[src/rtl/sys_skew.sv]
// sys_skew: diagonal input-skew stage in front of the systolic array.
// Lane i delays its element by i+1 register stages so that the array sees
// a wavefront. Rows are grouped into tiles of SYS_ARRAY_LEN rows. While the
// last tile drains, new rows are held off, and tile_done marks the cycle in
// which the final element of the tile leaves the last lane.
module sys_skew #(
  parameter int SYS_ARRAY_LEN = 8,
  parameter int DATA_WIDTH    = 16
) (
  input  logic                                      clk,
  input  logic                                      rst,
  input  logic                                      in_valid,
  output logic                                      in_ready,
  input  logic [SYS_ARRAY_LEN-1:0][DATA_WIDTH-1:0]  in_data,
  output logic [SYS_ARRAY_LEN-1:0][DATA_WIDTH-1:0]  out_data,
  output logic [SYS_ARRAY_LEN-1:0]                  out_valid,
  output logic                                      busy,
  output logic                                      tile_done
);

  // Counters need at least one bit, even for a single-lane array.
  localparam int CW = (SYS_ARRAY_LEN > 1) ? $clog2(SYS_ARRAY_LEN) : 1;
  localparam logic [CW-1:0] LAST = CW'(SYS_ARRAY_LEN - 1);

  typedef enum logic [1:0] {
    IDLE  = 2'd0,
    FILL  = 2'd1,
    DRAIN = 2'd2
  } state_t;

  state_t          state_reg;
  logic [CW-1:0]   row_cnt_reg;
  logic [CW-1:0]   drain_cnt_reg;
  logic            accept;

  // Ready depends on state only, so there is no path from in_valid.
  assign in_ready  = (state_reg != DRAIN);
  assign accept    = in_valid && in_ready;
  assign busy      = (state_reg != IDLE);
  assign tile_done = (state_reg == DRAIN) && (drain_cnt_reg == LAST);

  // Tile sequencing: count accepted rows, then hold off input for L drain cycles.
  always_ff @(posedge clk) begin
    if (rst) begin
      state_reg     <= IDLE;
      row_cnt_reg   <= '0;
      drain_cnt_reg <= '0;
    end else begin
      case (state_reg)
        IDLE: begin
          if (accept) begin
            drain_cnt_reg <= '0;
            if (SYS_ARRAY_LEN == 1) begin
              // A single row is already a complete tile.
              state_reg   <= DRAIN;
              row_cnt_reg <= '0;
            end else begin
              state_reg   <= FILL;
              row_cnt_reg <= CW'(1);
            end
          end
        end
        FILL: begin
          if (accept) begin
            if (row_cnt_reg == LAST) begin
              state_reg     <= DRAIN;
              row_cnt_reg   <= '0;
              drain_cnt_reg <= '0;
            end else begin
              row_cnt_reg <= row_cnt_reg + CW'(1);
            end
          end
        end
        DRAIN: begin
          if (drain_cnt_reg == LAST) begin
            state_reg     <= IDLE;
            drain_cnt_reg <= '0;
          end else begin
            drain_cnt_reg <= drain_cnt_reg + CW'(1);
          end
        end
        default: begin
          state_reg     <= IDLE;
          row_cnt_reg   <= '0;
          drain_cnt_reg <= '0;
        end
      endcase
    end
  end

  // One shift chain per lane; lane gi holds gi+1 {valid, data} stages.
  genvar gi;
  generate
    for (gi = 0; gi < SYS_ARRAY_LEN; gi++) begin : g_lane
      logic [DATA_WIDTH-1:0] data_reg [0:gi];
      logic [gi:0]           valid_reg;

      // Stage 0 takes the accepted element or a zero bubble; later stages shift.
      always_ff @(posedge clk) begin
        if (rst) begin
          for (int j = 0; j <= gi; j++) begin
            data_reg[j] <= '0;
          end
          valid_reg <= '0;
        end else begin
          valid_reg[0] <= accept;
          data_reg[0]  <= accept ? in_data[gi] : '0;
          for (int j = 1; j <= gi; j++) begin
            valid_reg[j] <= valid_reg[j-1];
            data_reg[j]  <= data_reg[j-1];
          end
        end
      end

      assign out_data[gi]  = data_reg[gi];
      assign out_valid[gi] = valid_reg[gi];
    end
  endgenerate

endmodule

[config.mk]
export PLATFORM = sky130hd
export DESIGN_NAME = sys_skew
export DESIGN_NICKNAME = d
export VERILOG_FILES = /design/src/rtl/sys_skew.sv
export SDC_FILE = /design/constraint.sdc
export NUM_CORES = 1
export LEC_CHECK = 0
export CORE_MARGIN = 5
export CORE_UTILIZATION = 56
export CTS_CLUSTER_DIAMETER = 60
export DETAILED_ROUTE_END_ITERATION = 7
export PLACE_DENSITY = 0.82
export SLEW_MARGIN = 0
export SYNTH_ARGS = -nofsm -noshare
export SYNTH_HDL_FRONTEND = slang
export SYNTH_SLANG_ARGS = --single-unit
[constraint.sdc]
create_clock -name clk -period 2.1 [get_ports clk]
set_input_delay 0.42 -clock clk [delete_from_list [all_inputs] [get_ports clk]]
set_output_delay 0.42 -clock clk [all_outputs]
set_load 0.005 [all_outputs]
==> metrics.json, run 1 <==
{
  "cells_and_area": {
    "finish.cell_count_without_fillers": 1977,
    "final_design_area_no_fill_um2": 20800,
    "syn2layout_area_growth_pct": 25.83,
    "largest_reg_flops": 576,
    "drive_gt1_share_pct": 6.049,
    "fillCellCount": 1861,
    "num-nets-final": 1681
  },
  "timing": {
    "final.setup.worst_slack_ns": 0.08728,
    "maxSlewViolCount": 0,
    "number_of_setup_violations_in_the_final_report": 0,
    "fin_crit_ns": 2.013,
    "period_utilization_post_route_pct": 95.84,
    "maximum_achievable_frequency_mhz": 496.8,
    "relSlewSlack_pct": 65.78,
    "final_count_of_hold_timing_violations": 0,
    "rsz0062_at_grt": "no",
    "timing_worst_slew_pin_value_ns": 0.5134,
    "timing.clock.skew_ns": 0.01464,
    "setup_tns_ns": 0
  },
  "die": {
    "core_region_area_um2": 28940,
    "area_enclosed_by_the_die_boundary_um2": 33050,
    "floorplan.die.width_um": 181.8,
    "floorplan.initialDensity_pct": 57.12,
    "fp.dieH_um": 181.8,
    "floorplan.rows": 62,
    "ios": 270
  },
  "yosys": {
    "synth_fa_ha_area_share_pct": 0.3028,
    "commonest_cells_in_the_netlist": "592 x dfxtp_1, 460 x nor2b_1, 129 x and2_1",
    "postSynth.topFlopCell": "dfxtp_1",
    "syn-mean-instance-area_um2": 12.27,
    "synthXorXnorAreaFrac_pct": 0,
    "synthTopCellsByArea": "dfxtp_1 72%, nor2b_1 17%, and2_1 4.9%",
    "synth_compound_gate_area_share_pct": 0.4921,
    "post_synthesis_net_count": 1482,
    "synthArstFlopShare_pct": 0,
    "cell_taking_the_most_area_after_synthesis": "dfxtp_1",
    "synth_top_family_by_area": "simple AND/OR/NAND/NOR gates",
    "synth.mux.area_fraction_pct": 0,
    "synth_area_um2": 16530,
    "share_of_synthesized_area_occupied_by_flip_flops_and_latches_pct": 71.71,
    "synth-edff-count": 0,
    "synth.ff_latch_count": 592,
    "synth_top_area_share_pct": 71.71,
    "synth_cell_types": 25,
    "syn_inst": 1347,
    "post_synth_and_or_nand_nor_area_fraction_pct": 22.82,
    "yosys.cell_count.top_type": "dfxtp_1",
    "ys_warn_count": 0
  },
  "hold_path": {
    "hold_class": "primary input to flop"
  },
  "outcome": {
    "status": "complete, no violations"
  },
  "clock_network": {
    "tritoncts_buffers": 52,
    "cts_sinks": 592,
    "cts_root_buffer": "clkbuf_16",
    "tritoncts": "done",
    "ctsHtreeMaxLevel": 2,
    "ctsLongestPathBuffers": 3,
    "clock_insertion_delay_worst_skew_ns": 0.54,
    "cts.clk_slew.worst_paths_ns": 0.06,
    "hold_fix_buffer_count_after_cts": 0
  },
  "setup_path": {
    "register_to_register_path_setup_slack_ns": 0.64,
    "worst-setup-path-type": "flop to output pin",
    "timing.critical_path.required_ns": 1.68,
    "path_cells": "ha_1, ha_2, and2_1, clkdlybuf4s15_1",
    "cp.arrival_ns": 1.59,
    "timing.critical_path.fanout_max": 4,
    "library_cell_contributing_the_largest_single_delay_on_the_critical_path": "dfxtp_2",
    "type_of_element_launching_the_critical_path": "flop",
    "cpPeakStageDelay_ns": 0.33,
    "setup.worst_path.end_class": "output pin"
  },
  "power_and_ir_drop": {
    "seq_power_share_pct": 53.7,
    "total_leakage_power_nw": 8.197,
    "power_density_nw_per_um2": 1030,
    "peak_vdd_ir_uv": 637.3,
    "power.share.clock_pct": 43.2,
    "comb_power_share_pct": 3.2,
    "switch_pwr_mw": 4.119,
    "switching_share_pct": 19.23,
    "report.power.total_mw": 21.41,
    "internal_power_mw": 17.30
  },
  "routing": {
    "dr.first_iter.drc_count": 330,
    "1st_pass_router_iterations": 4,
    "route.antenna.remaining_nets": 0,
    "totalWireLength_um": 25160,
    "routed_via_density": 4.212,
    "vias": 8327,
    "post_dr_wirelength_cell_um": 12.73,
    "drc_errors": 0
  },
  "placement": {
    "dpl-instance-area_um2": 19070,
    "dp_slack_ns": 0.2744,
    "port-buffer-count": 269,
    "cell_count_after_placement": 1876,
    "post_dp_hpwl_um": 16050,
    "gp_routability_congestion": 0.8223
  },
  "grt": {
    "antenna_found_initial": 4,
    "grt_max_degree": 136,
    "grtUsageTotal_pct": 14.81,
    "first_global_vias": 8279,
    "grt_pass1_wl_um": 40050,
    "grt_overflow": 0
  },
  "run": {
    "max-cap-violations": 0
  }
}
[layout by cell type, fill, tap and decap left out, types with 7 or more instances in the layout]
master / instances
and2_1: 129
clkbuf_8: 10
dfxtp_1: 589
clkbuf_16: 52
clkdlybuf4s50_1: 265
nor2b_1: 460
clkbuf_1: 16
a21oi_1: 7
clkinv_2: 9
[final cells by class]
| cell class | instances | area, um2 | share of cell area (%) |
|---|---|---|---|
| Inverter | 2 | 7.507 | 0.03610 |
| Multi-Input combinational cell | 621 | 3911 | 18.81 |
| Antenna cell | 6 | 15.01 | 0.07220 |
| Clock inverter | 17 | 207.7 | 0.9987 |
| Clock buffer | 78 | 1499 | 7.208 |
| Tap cell | 384 | 480.5 | 2.310 |
| Timing Repair Buffer | 277 | 2818 | 13.55 |
| Sequential cell | 592 | 11860 | 57.02 |
[metrics by stage]
step | utilization (%) | hold WS (ns)
after floorplan | - | 0.4138
after global placement | 65.90 | 0.4153
after detailed placement | 65.90 | 0.4204
after CTS | 71.82 | 0.2368
after global routing | 71.86 | 0.2549
final | 71.87 | 0.2454
[kinds of logic after synthesis]
logic type,Yosys count
AOI/OAI and AO/OA,15
and+or+nand+nor,602
DFF,592
adders and majority gates,4
buffers and inverters,134
[worst paths after layout]
check | startpoint | to | depth (start not counted)
max | drain_cnt_reg[0] | tile_done | 4
max reg2reg | state_reg[1] | g_lane[3].data_reg[0][7] | 5
min reg2reg | g_lane[7].data_reg[0][2] | g_lane[7].data_reg[0][18] | 1
min | rst | g_lane[1].data_reg[0][31] | 2
[repair_timing]
action,CTS,global route
endpoints found under the setup margin,3,1
buffers inserted,0,0
gates cloned,0,0
resized for setup,8,1
[per-layer routing]
metal | vias up | part of all wire (%) | wire [um] | GRT usage (%)
met5 | - | 0 | 0 | 0
met4 | 0 | 2.7 | 673 | 5.824
met3 | 48 | 10 | 2517 | 6.603
met2 | 241 | 51 | 12710 | 26.43
met1 | 3642 | 37 | 9260 | 15.18
li1 | 4396 | - | - | -
[critical path: cells and delay by family (launching register included)]
family,cells,cell delay [ns]
adder cells (fa/ha/maj),2,0.39
flip-flops,1,0.33
buffers and inverters,1,0.20
AND/OR/NAND/NOR,1,0.13
[power groups by stage]
stage / Sequential [mW] / Clock [mW] / Combinational, mW
after floorplan: 11.7 / 0 / 0.328
after global placement: 11.7 / 0 / 0.668
after detailed placement: 11.8 / 0 / 0.685
after CTS: 11.5 / 9.48 / 0.691
after global routing: 11.5 / 9.95 / 0.740
final: 11.5 / 9.24 / 0.676
Note: power is estimated with default switching activity, not from simulation.
==> run 2: changes to the inputs <==
--- a/config.mk
+++ b/config.mk
@@ -7,9 +7,10 @@
 export LEC_CHECK = 0
 export CORE_MARGIN = 5
 export CORE_UTILIZATION = 56
-export CTS_CLUSTER_DIAMETER = 60
+export CTS_CLUSTER_DIAMETER = 40
 export DETAILED_ROUTE_END_ITERATION = 7
 export PLACE_DENSITY = 0.82
+export SETUP_SLACK_MARGIN = 0.4
 export SLEW_MARGIN = 0
 export SYNTH_ARGS = -nofsm -noshare
 export SYNTH_HDL_FRONTEND = slang
==> run 2 against run 1 <==
Effect of this change:
- clock-buffer cell count did not move
- power is 3.4% higher
- cell count rose by 0.51%
- die area unchanged
- setup slack gained 0.12 ns
- largest cell class unchanged
- largest power group unchanged
==> metrics.json, run 2 (synthesis results as in run 1) <==
{
  "outcome": {
    "status": "complete, no violations"
  },
  "grt": {
    "grt_overflow": {"value": 0, "change": "unchanged"},
    "grt_util_met3": {"value": 6.923, "unit": "%", "change": "+0.32 points"},
    "grt_pass1_wl": {"value": 41600, "unit": "um", "change": "+3.9%"},
    "grt_max_degree": {"value": 136, "change": "unchanged"},
    "grtUsageTotal": {"value": 15.43, "unit": "%", "change": "+0.62 points"},
    "gr-usage-met1": {"value": 15.31, "unit": "%", "change": "+0.13 points"},
    "globalRouteMet2Util": {"value": 28.12, "unit": "%", "change": "+1.7 points"},
    "first_global_vias": {"value": 8609, "change": "+4.0%"},
    "grt.busiest_layer": "met2",
    "antenna_found_initial": {"value": 5, "change": "+1"}
  },
  "setup_path": {
    "path_common_cell": "ha_4",
    "library_cell_contributing_the_largest_single_delay_on_the_critical_path": "dfxtp_2",
    "timing.critical_path.fanout_max": {"value": 4, "change": "unchanged"},
    "timing.critical_path.required": {"value": 1.68, "unit": "ns", "change": "about the same"},
    "type_of_element_launching_the_critical_path": "flop",
    "worst-setup-path-type": "flop to output pin",
    "path_cells": "ha_4, ha_4, and2_4, buf_6",
    "cp.arrival": {"value": 1.47, "unit": "ns", "change": "-0.12 ns"},
    "cpPeakStageDelay": {"value": 0.34, "unit": "ns", "change": "about the same"},
    "setup.worst_path.end_class": "output pin"
  },
  "routing": {
    "dr.first_iter.drc_count": {"value": 365, "change": "+11%"},
    "routed_via_density": {"value": 4.269, "change": "+1.3%"},
    "vias": {"value": 8482, "change": "+1.9%"},
    "drc_errors": {"value": 0, "change": "unchanged"},
    "1st_pass_router_iterations": {"value": 4, "change": "unchanged"},
    "route.antenna.remaining_nets": {"value": 0, "change": "unchanged"},
    "totalWireLength": {"value": 26150, "unit": "um", "change": "+3.9%"},
    "post_dr_wirelength_cell": {"value": 13.16, "unit": "um", "change": "+3.4%"}
  },
  "placement": {
    "post_dp_hpwl": {"value": 16050, "unit": "um", "change": "unchanged"},
    "dp_slack": {"value": 0.2744, "unit": "ns", "change": "unchanged"},
    "cell_count_after_placement": {"value": 1876, "change": "unchanged"},
    "port-buffer-count": {"value": 269, "change": "unchanged"},
    "gp_routability_congestion": {"value": 0.8223, "change": "unchanged"}
  },
  "run": {
    "max-cap-violations": {"value": 0, "change": "unchanged"}
  },
  "timing": {
    "timing_worst_slew_pin_value": {"value": 0.5140, "unit": "ns", "change": "+0.0006041 ns"},
    "maxSlewViolCount": {"value": 0, "change": "unchanged"},
    "final_count_of_hold_timing_violations": {"value": 0, "change": "unchanged"},
    "maximum_achievable_frequency": {"value": 529.6, "unit": "MHz", "change": "+6.6%"},
    "period_utilization_post_route": {"value": 89.91, "unit": "%", "change": "-5.9 points"},
    "hold-worst-slack": {"value": 0.2304, "unit": "ns", "change": "-0.01494 ns"},
    "final.setup.worst_slack": {"value": 0.2119, "unit": "ns", "change": "+0.1247 ns"},
    "rsz0062_at_grt": "yes",
    "setup_tns": {"value": 0, "unit": "ns", "change": "unchanged"},
    "timing.clock.skew": {"value": 0.01744, "unit": "ns", "change": "+0.002793 ns"},
    "relSlewSlack": {"value": 65.74, "unit": "%", "change": "about the same"},
    "fin_crit": {"value": 1.888, "unit": "ns", "change": "-0.1247 ns"},
    "number_of_setup_violations_in_the_final_report": {"value": 0, "change": "unchanged"}
  },
  "power_and_ir_drop": {
    "total_leakage_power": {"value": 8.929, "unit": "nW", "change": "+8.9%"},
    "seq_power_share": {"value": 51.9, "unit": "%", "change": "-1.8 points"},
    "power.share.clock": {"value": 45.1, "unit": "%", "change": "+1.9 points"},
    "switching_share": {"value": 19.54, "unit": "%", "change": "+0.31 points"},
    "power_density": {"value": 1061, "unit": "nW/um2", "change": "+3.0%"},
    "peak_vdd_ir": {"value": 635.5, "unit": "uV", "change": "-0.27%"},
    "switch_pwr": {"value": 4.327, "unit": "mW", "change": "+5.1%"},
    "comb_power_share": {"value": 3.0, "unit": "%", "change": "-0.2 points"},
    "report.power.total": {"value": 22.14, "unit": "mW", "change": "+3.4%"},
    "internal_power": {"value": 17.81, "unit": "mW", "change": "+3.0%"}
  },
  "cells_and_area": {
    "finish.cell_count_without_fillers": {"value": 1987, "change": "+0.51%"},
    "most_common_cell_after_layout_fill_and_taps_aside": "dfxtp_1",
    "layout.cells.most_common_list": "588 x dfxtp_1, 460 x nor2b_1, 136 x dlygate4sd2_1, 129 x clkdlybuf4s50_1, 128 x and2_1",
    "fillCellCount": {"value": 1903, "change": "+2.3%"},
    "area.sequential": {"value": 11860, "unit": "um2", "change": "about the same"},
    "drive_gt1_share": {"value": 7.138, "unit": "%", "change": "+1.1 points"},
    "num-nets-final": {"value": 1688, "change": "+0.42%"},
    "syn2layout_area_growth_pct": 26.27,
    "largest_reg_flops": {"value": 576, "change": "unchanged"},
    "multi_input_area": {"value": 3944, "unit": "um2", "change": "+0.83%"}
  },
  "clock_network": {
    "tritoncts_buffers": {"value": 55, "change": "+5.8%"},
    "cts.clk_slew.worst_paths": {"value": 0.06, "unit": "ns", "change": "about the same"},
    "ctsHtreeMaxLevel": {"value": 2, "change": "unchanged"},
    "tritoncts": "done",
    "ctsLongestPathBuffers": {"value": 3, "change": "unchanged"},
    "clock_insertion_delay_worst_skew": {"value": 0.55, "unit": "ns", "change": "about the same"},
    "cts_sinks": {"value": 592, "change": "unchanged"},
    "cts_root_buffer": "clkbuf_16"
  },
  "die": {
    "floorplan.die.width": {"value": 181.8, "unit": "um", "change": "unchanged"},
    "fp.dieH": {"value": 181.8, "unit": "um", "change": "unchanged"},
    "area_enclosed_by_the_die_boundary": {"value": 33050, "unit": "um2", "change": "unchanged"},
    "floorplan.rows": {"value": 62, "change": "unchanged"},
    "floorplan.initialDensity": {"value": 57.12, "unit": "%", "change": "unchanged"},
    "core_region_area": {"value": 28940, "unit": "um2", "change": "unchanged"},
    "ios": {"value": 270, "change": "unchanged"}
  },
  "hold_path": {
    "hold_class": "primary input to flop"
  }
}
==> run 2: cell types whose count changed in the layout (fill, tap and decap cells not counted), moves of 4 or more <==
cell	previous run	this run
buf_4	3	7
clkdlybuf4s50_1	265	129
dlygate4sd2_1	2	136
clkbuf_16	52	56
==> run 2: timing repair <==
action / 4_1_cts / 5_1_grt
pin swaps: 1 / 0
hold buffers: 0 / 0
setup endpoints to repair: 139 / 3
resized for setup: 163 / 0
cloned: 0 / 0
setup buffers: 4 / 0
==> run 2: worst paths after layout <==
check | startpoint | endpoint | slack (ns) | cells past startpoint
worst max-delay path | drain_cnt_reg[1] | tile_done | 0.21 | 4
worst min-delay path | rst | g_lane[1].data_reg[0][31] | 0.23 | 2
worst max register to register | state_reg[1] | g_lane[0].data_reg[0][12] | 0.56 | 6
worst min register to register | g_lane[6].data_reg[4][15] | g_lane[6].data_reg[5][15] | 0.43 | 1
==> run 2: power by group through the flow <==
stage	combinational, mW	clock [mW]	sequential, mW
after floorplan	0.328	0	11.7
after global placement	0.668	0	11.7
after detailed placement	0.685	0	11.8
after CTS	0.675	10.2	11.5
after global routing	0.724	10.7	11.5
final	0.660	9.98	11.5
==> run 2: layout make-up <==
type / instances / area share [%]
flip-flops and latches: 592 / 56.84
inverters: 2 / 0.03597
clock buffers: 78 / 7.494
multi-input cells: 621 / 18.90
repair buffers: 281 / 12.83
well taps: 384 / 2.302
clock inverters: 23 / 1.529
diodes: 6 / 0.07195
==> run 2: stage by stage <==
stage / cell area [um2] / util [%]
final: 20870 / 72.12
after global routing: 20870 / 72.11
after CTS: 20850 / 72.07
after detailed placement: 19070 / 65.90
after global placement: 19070 / 65.90
after floorplan: 16530 / -
==> run 2: routing by layer <==
metal | part of all wire (%) | vias up
li1 | - | 4423
met2 | 52 | 242
met3 | 9.8 | 56
met1 | 36 | 3761
met5 | 0 | -
met4 | 2.8 | 0
==> run 2: worst max-delay path, delay by kind of cell (launching register included) <==
| kind | cells | cell delay [ns] |
|---|---|---|
| buffers and inverters | 1 | 0.11 |
| adders and majority gates | 2 | 0.33 |
| DFF | 1 | 0.34 |
| and+or+nand+nor | 1 | 0.13 |
==> run 3: changes to the inputs <==
--- a/config.mk
+++ b/config.mk
@@ -5,11 +5,13 @@
 export SDC_FILE = /design/constraint.sdc
 export NUM_CORES = 1
 export LEC_CHECK = 0
+export CELL_PAD_IN_SITES_DETAIL_PLACEMENT = 1
+export CELL_PAD_IN_SITES_GLOBAL_PLACEMENT = 2
 export CORE_MARGIN = 5
-export CORE_UTILIZATION = 56
+export CORE_UTILIZATION = 37
 export CTS_CLUSTER_DIAMETER = 40
 export DETAILED_ROUTE_END_ITERATION = 7
-export PLACE_DENSITY = 0.82
+export PLACE_DENSITY = 0.81
 export SETUP_SLACK_MARGIN = 0.4
 export SLEW_MARGIN = 0
 export SYNTH_ARGS = -nofsm -noshare
==> run 3 against run 2 <==
Effect of this change:
- worst hold slack worse by 0.057 ns
- clock power up 21%
- largest cell class unchanged
- die area up 48%
- largest power group is now clock
- cell count up 12%
- sequential share of layout area down 2.1 points
- setup slack worse by 0.0090 ns
- clock-buffer cell count up 17
- first-iteration DRC count down 5.8%
- global-route usage down 3.6 points
- clock skew up 0.0059 ns
==> metrics.json, run 3 (synthesis results as in run 1) <==
{
  "outcome": {
    "status": "complete, no violations"
  },
  "run": {
    "max-cap-violations": {"value": 0, "change": "unchanged"}
  },
  "die": {
    "core_region_area": {"value": 44220, "unit": "um2", "change": "+53%"},
    "floorplan.die.width": {"value": 221.3, "unit": "um", "change": "+22%"},
    "floorplan.rows": {"value": 77, "change": "+24%"},
    "floorplan.initialDensity": {"value": 37.37, "unit": "%", "change": "-20 points"},
    "fp.dieH": {"value": 221.3, "unit": "um", "change": "+22%"},
    "ios": {"value": 270, "change": "unchanged"},
    "area_enclosed_by_the_die_boundary": {"value": 48990, "unit": "um2", "change": "+48%"}
  },
  "routing": {
    "met1Wirelength": {"value": 11630, "unit": "um", "change": "+25%"},
    "1st_pass_router_iterations": {"value": 4, "change": "unchanged"},
    "detailroute.wirelength.met3": {"value": 2848, "unit": "um", "change": "+11%"},
    "drc_errors": {"value": 0, "change": "unchanged"},
    "totalWireLength": {"value": 29490, "unit": "um", "change": "+13%"},
    "route.antenna.remaining_nets": {"value": 0, "change": "unchanged"},
    "dr.first_iter.drc_count": {"value": 344, "change": "-5.8%"},
    "highest-signal-layer": "met5",
    "met2_wirelength": {"value": 14230, "unit": "um", "change": "+5.3%"},
    "post_dr_wirelength_cell": {"value": 13.25, "unit": "um", "change": "+0.67%"},
    "vias": {"value": 8790, "change": "+3.6%"},
    "routed_via_density": {"value": 3.949, "change": "-7.5%"}
  },
  "clock_network": {
    "tritoncts_buffers": {"value": 74, "change": "+35%"},
    "hold_fix_buffer_count_after_cts": {"value": 0, "change": "unchanged"},
    "cts.clk_slew.worst_paths": {"value": 0.06, "unit": "ns", "change": "about the same"},
    "cts_sinks": {"value": 592, "change": "unchanged"},
    "clock_insertion_delay_worst_skew": {"value": 0.58, "unit": "ns", "change": "+0.03 ns"},
    "ctsLongestPathBuffers": {"value": 3, "change": "unchanged"},
    "cts_root_buffer": "clkbuf_16",
    "ctsHtreeMaxLevel": {"value": 3, "change": "+1"},
    "tritoncts": "done"
  },
  "setup_path": {
    "timing.critical_path.required": {"value": 1.68, "unit": "ns", "change": "about the same"},
    "reg2regPathDepth": {"value": 6, "change": "unchanged"},
    "worst-setup-path-type": "flop to output pin",
    "timing.critical_path.fanout_max": {"value": 3, "change": "-1"},
    "setup.worst_path.end_class": "output pin",
    "cp.arrival": {"value": 1.48, "unit": "ns", "change": "about the same"},
    "type_of_element_launching_the_critical_path": "flop"
  },
  "power_and_ir_drop": {
    "total_leakage_power": {"value": 9.210, "unit": "nW", "change": "+3.1%"},
    "comb_power_share": {"value": 2.8, "unit": "%", "change": "-0.2 points"},
    "power_density": {"value": 1121, "unit": "nW/um2", "change": "+5.7%"},
    "switching_share": {"value": 20.78, "unit": "%", "change": "+1.2 points"},
    "seq_power_share": {"value": 47.3, "unit": "%", "change": "-4.6 points"},
    "power.share.clock": {"value": 49.9, "unit": "%", "change": "+4.8 points"},
    "internal_power": {"value": 19.27, "unit": "mW", "change": "+8.2%"},
    "switch_pwr": {"value": 5.055, "unit": "mW", "change": "+17%"},
    "peak_vdd_ir": {"value": 635.0, "unit": "uV", "change": "about the same"}
  },
  "cells_and_area": {
    "most_common_cell_after_layout_fill_and_taps_aside": "dfxtp_1",
    "syn2layout_area_growth_pct": 31.23,
    "fillCellCount": {"value": 4528, "change": "+140%"},
    "drive_gt1_share": {"value": 9.275, "unit": "%", "change": "+2.1 points"},
    "multi_input_area": {"value": 3944, "unit": "um2", "change": "unchanged"},
    "num-nets-final": {"value": 1709, "change": "+1.2%"},
    "layout.cells.most_common_list": "587 x dfxtp_1, 460 x nor2b_1, 137 x dlygate4sd2_1, 129 x clkdlybuf4s50_1, 128 x and2_1",
    "area.sequential": {"value": 11860, "unit": "um2", "change": "about the same"},
    "largest_reg_flops": {"value": 576, "change": "unchanged"}
  },
  "grt": {
    "antenna_found_initial": {"value": 8, "change": "+3"},
    "grt_overflow": {"value": 0, "change": "unchanged"},
    "first_global_vias": {"value": 9087, "change": "+5.6%"},
    "grtUsageTotal": {"value": 11.85, "unit": "%", "change": "-3.6 points"},
    "grt_max_degree": {"value": 113, "change": "-17%"},
    "grt_pass1_wl": {"value": 47320, "unit": "um", "change": "+14%"}
  },
  "placement": {
    "post_dp_hpwl": {"value": 18320, "unit": "um", "change": "+14%"},
    "gp_routability_congestion": {"value": 0.7206, "change": "-12%"},
    "port-buffer-count": {"value": 269, "change": "unchanged"}
  },
  "timing": {
    "rsz0062_at_grt": "yes",
    "maximum_achievable_frequency": {"value": 527.1, "unit": "MHz", "change": "-0.48%"},
    "number_of_setup_violations_in_the_final_report": {"value": 0, "change": "unchanged"},
    "maxSlewViolCount": {"value": 0, "change": "unchanged"},
    "hold-worst-slack": {"value": 0.1731, "unit": "ns", "change": "-0.05729 ns"},
    "fin_crit": {"value": 1.897, "unit": "ns", "change": "+0.009039 ns"},
    "setup_tns": {"value": 0, "unit": "ns", "change": "unchanged"},
    "timing.clock.skew": {"value": 0.02338, "unit": "ns", "change": "+0.005940 ns"},
    "timing_worst_slew_pin_value": {"value": 0.5568, "unit": "ns", "change": "+0.04286 ns"},
    "period_utilization_post_route": {"value": 90.34, "unit": "%", "change": "+0.43 points"},
    "relSlewSlack": {"value": 62.88, "unit": "%", "change": "-2.9 points"},
    "final_count_of_hold_timing_violations": {"value": 0, "change": "unchanged"}
  },
  "hold_path": {
    "worstHoldPathCells": {"value": 2, "change": "unchanged"},
    "hold_class": "primary input to flop"
  }
}
## run 3: cell count changes in the layout (fill, tap and decap cells not counted), moves of 2 or more
cell / delta
clkbuf_8: +5
clkinv_4: +2
buf_4: +2
clkinvlp_4: +2
bufinv_16: -3
inv_8: +3
inv_6: +10
clkbuf_16: +18
clkbuf_1: -6
## run 3: final cells by class
cell class	count	area share, %
clock inverters	35	1.667
diodes	6	0.06923
inverters	2	0.03461
clock buffers	95	9.502
multi-input cells	621	18.18
flip-flops and latches	592	54.70
well taps	592	3.415
repair buffers	283	12.43
## run 3: per-stage QoR
stage	instance area (um2)	total power, mW	instances	util [%]	setup slack (ns)
2_1_floorplan	16530	12.06	1347	-	0.7455
3_3_place_gp	19340	12.43	2086	43.74	0.2678
3_5_place_dp	19340	12.46	2086	43.74	0.2179
4_1_cts	21660	24.76	2219	48.97	0.1615
5_1_grt	21680	25.36	2223	49.03	0.1480
6_report	21690	24.32	2226	49.05	0.2029
## run 3: power groups by stage
stage,registers [mW],logic (mW),clock network [mW]
after floorplan,11.7,0.328,0
after global placement,11.7,0.692,0
after detailed placement,11.8,0.707,0
after CTS,11.5,0.697,12.6
after global routing,11.5,0.746,13.1
final,11.5,0.675,12.1
## run 3: timing repair
| item | in CTS | in global routing |
|---|---|---|
| resized for setup | 158 | 3 |
| pin swaps | 1 | 1 |
| endpoints found under the setup margin | 139 | 3 |
| buffers inserted | 3 | 1 |
## run 3: path summary, 6_finish.rpt
path / slack (ns) / start / end
hold reg to reg: 0.42 / g_lane[7].data_reg[3][2] / g_lane[7].data_reg[3][18]
hold / removal: 0.17 / rst / g_lane[6].data_reg[3][15]
setup / recovery: 0.20 / drain_cnt_reg[0] / tile_done
setup reg to reg: 0.60 / drain_cnt_reg[0] / drain_cnt_reg[0]
## run 3: critical path, stage by stage, from the launching register on
cell and delay [ns]:
dfxtp_2 0.34, ha_4 0.16, ha_4 0.16, and2_4 0.14, buf_6 0.11
## run 3: routing by layer
layer / up-vias / track usage (%)
li1: 4484 / -
met3: 59 / 5.804
met4: 4 / 5.742
met1: 4021 / 12.69
met5: - / 0
met2: 222 / 19.64
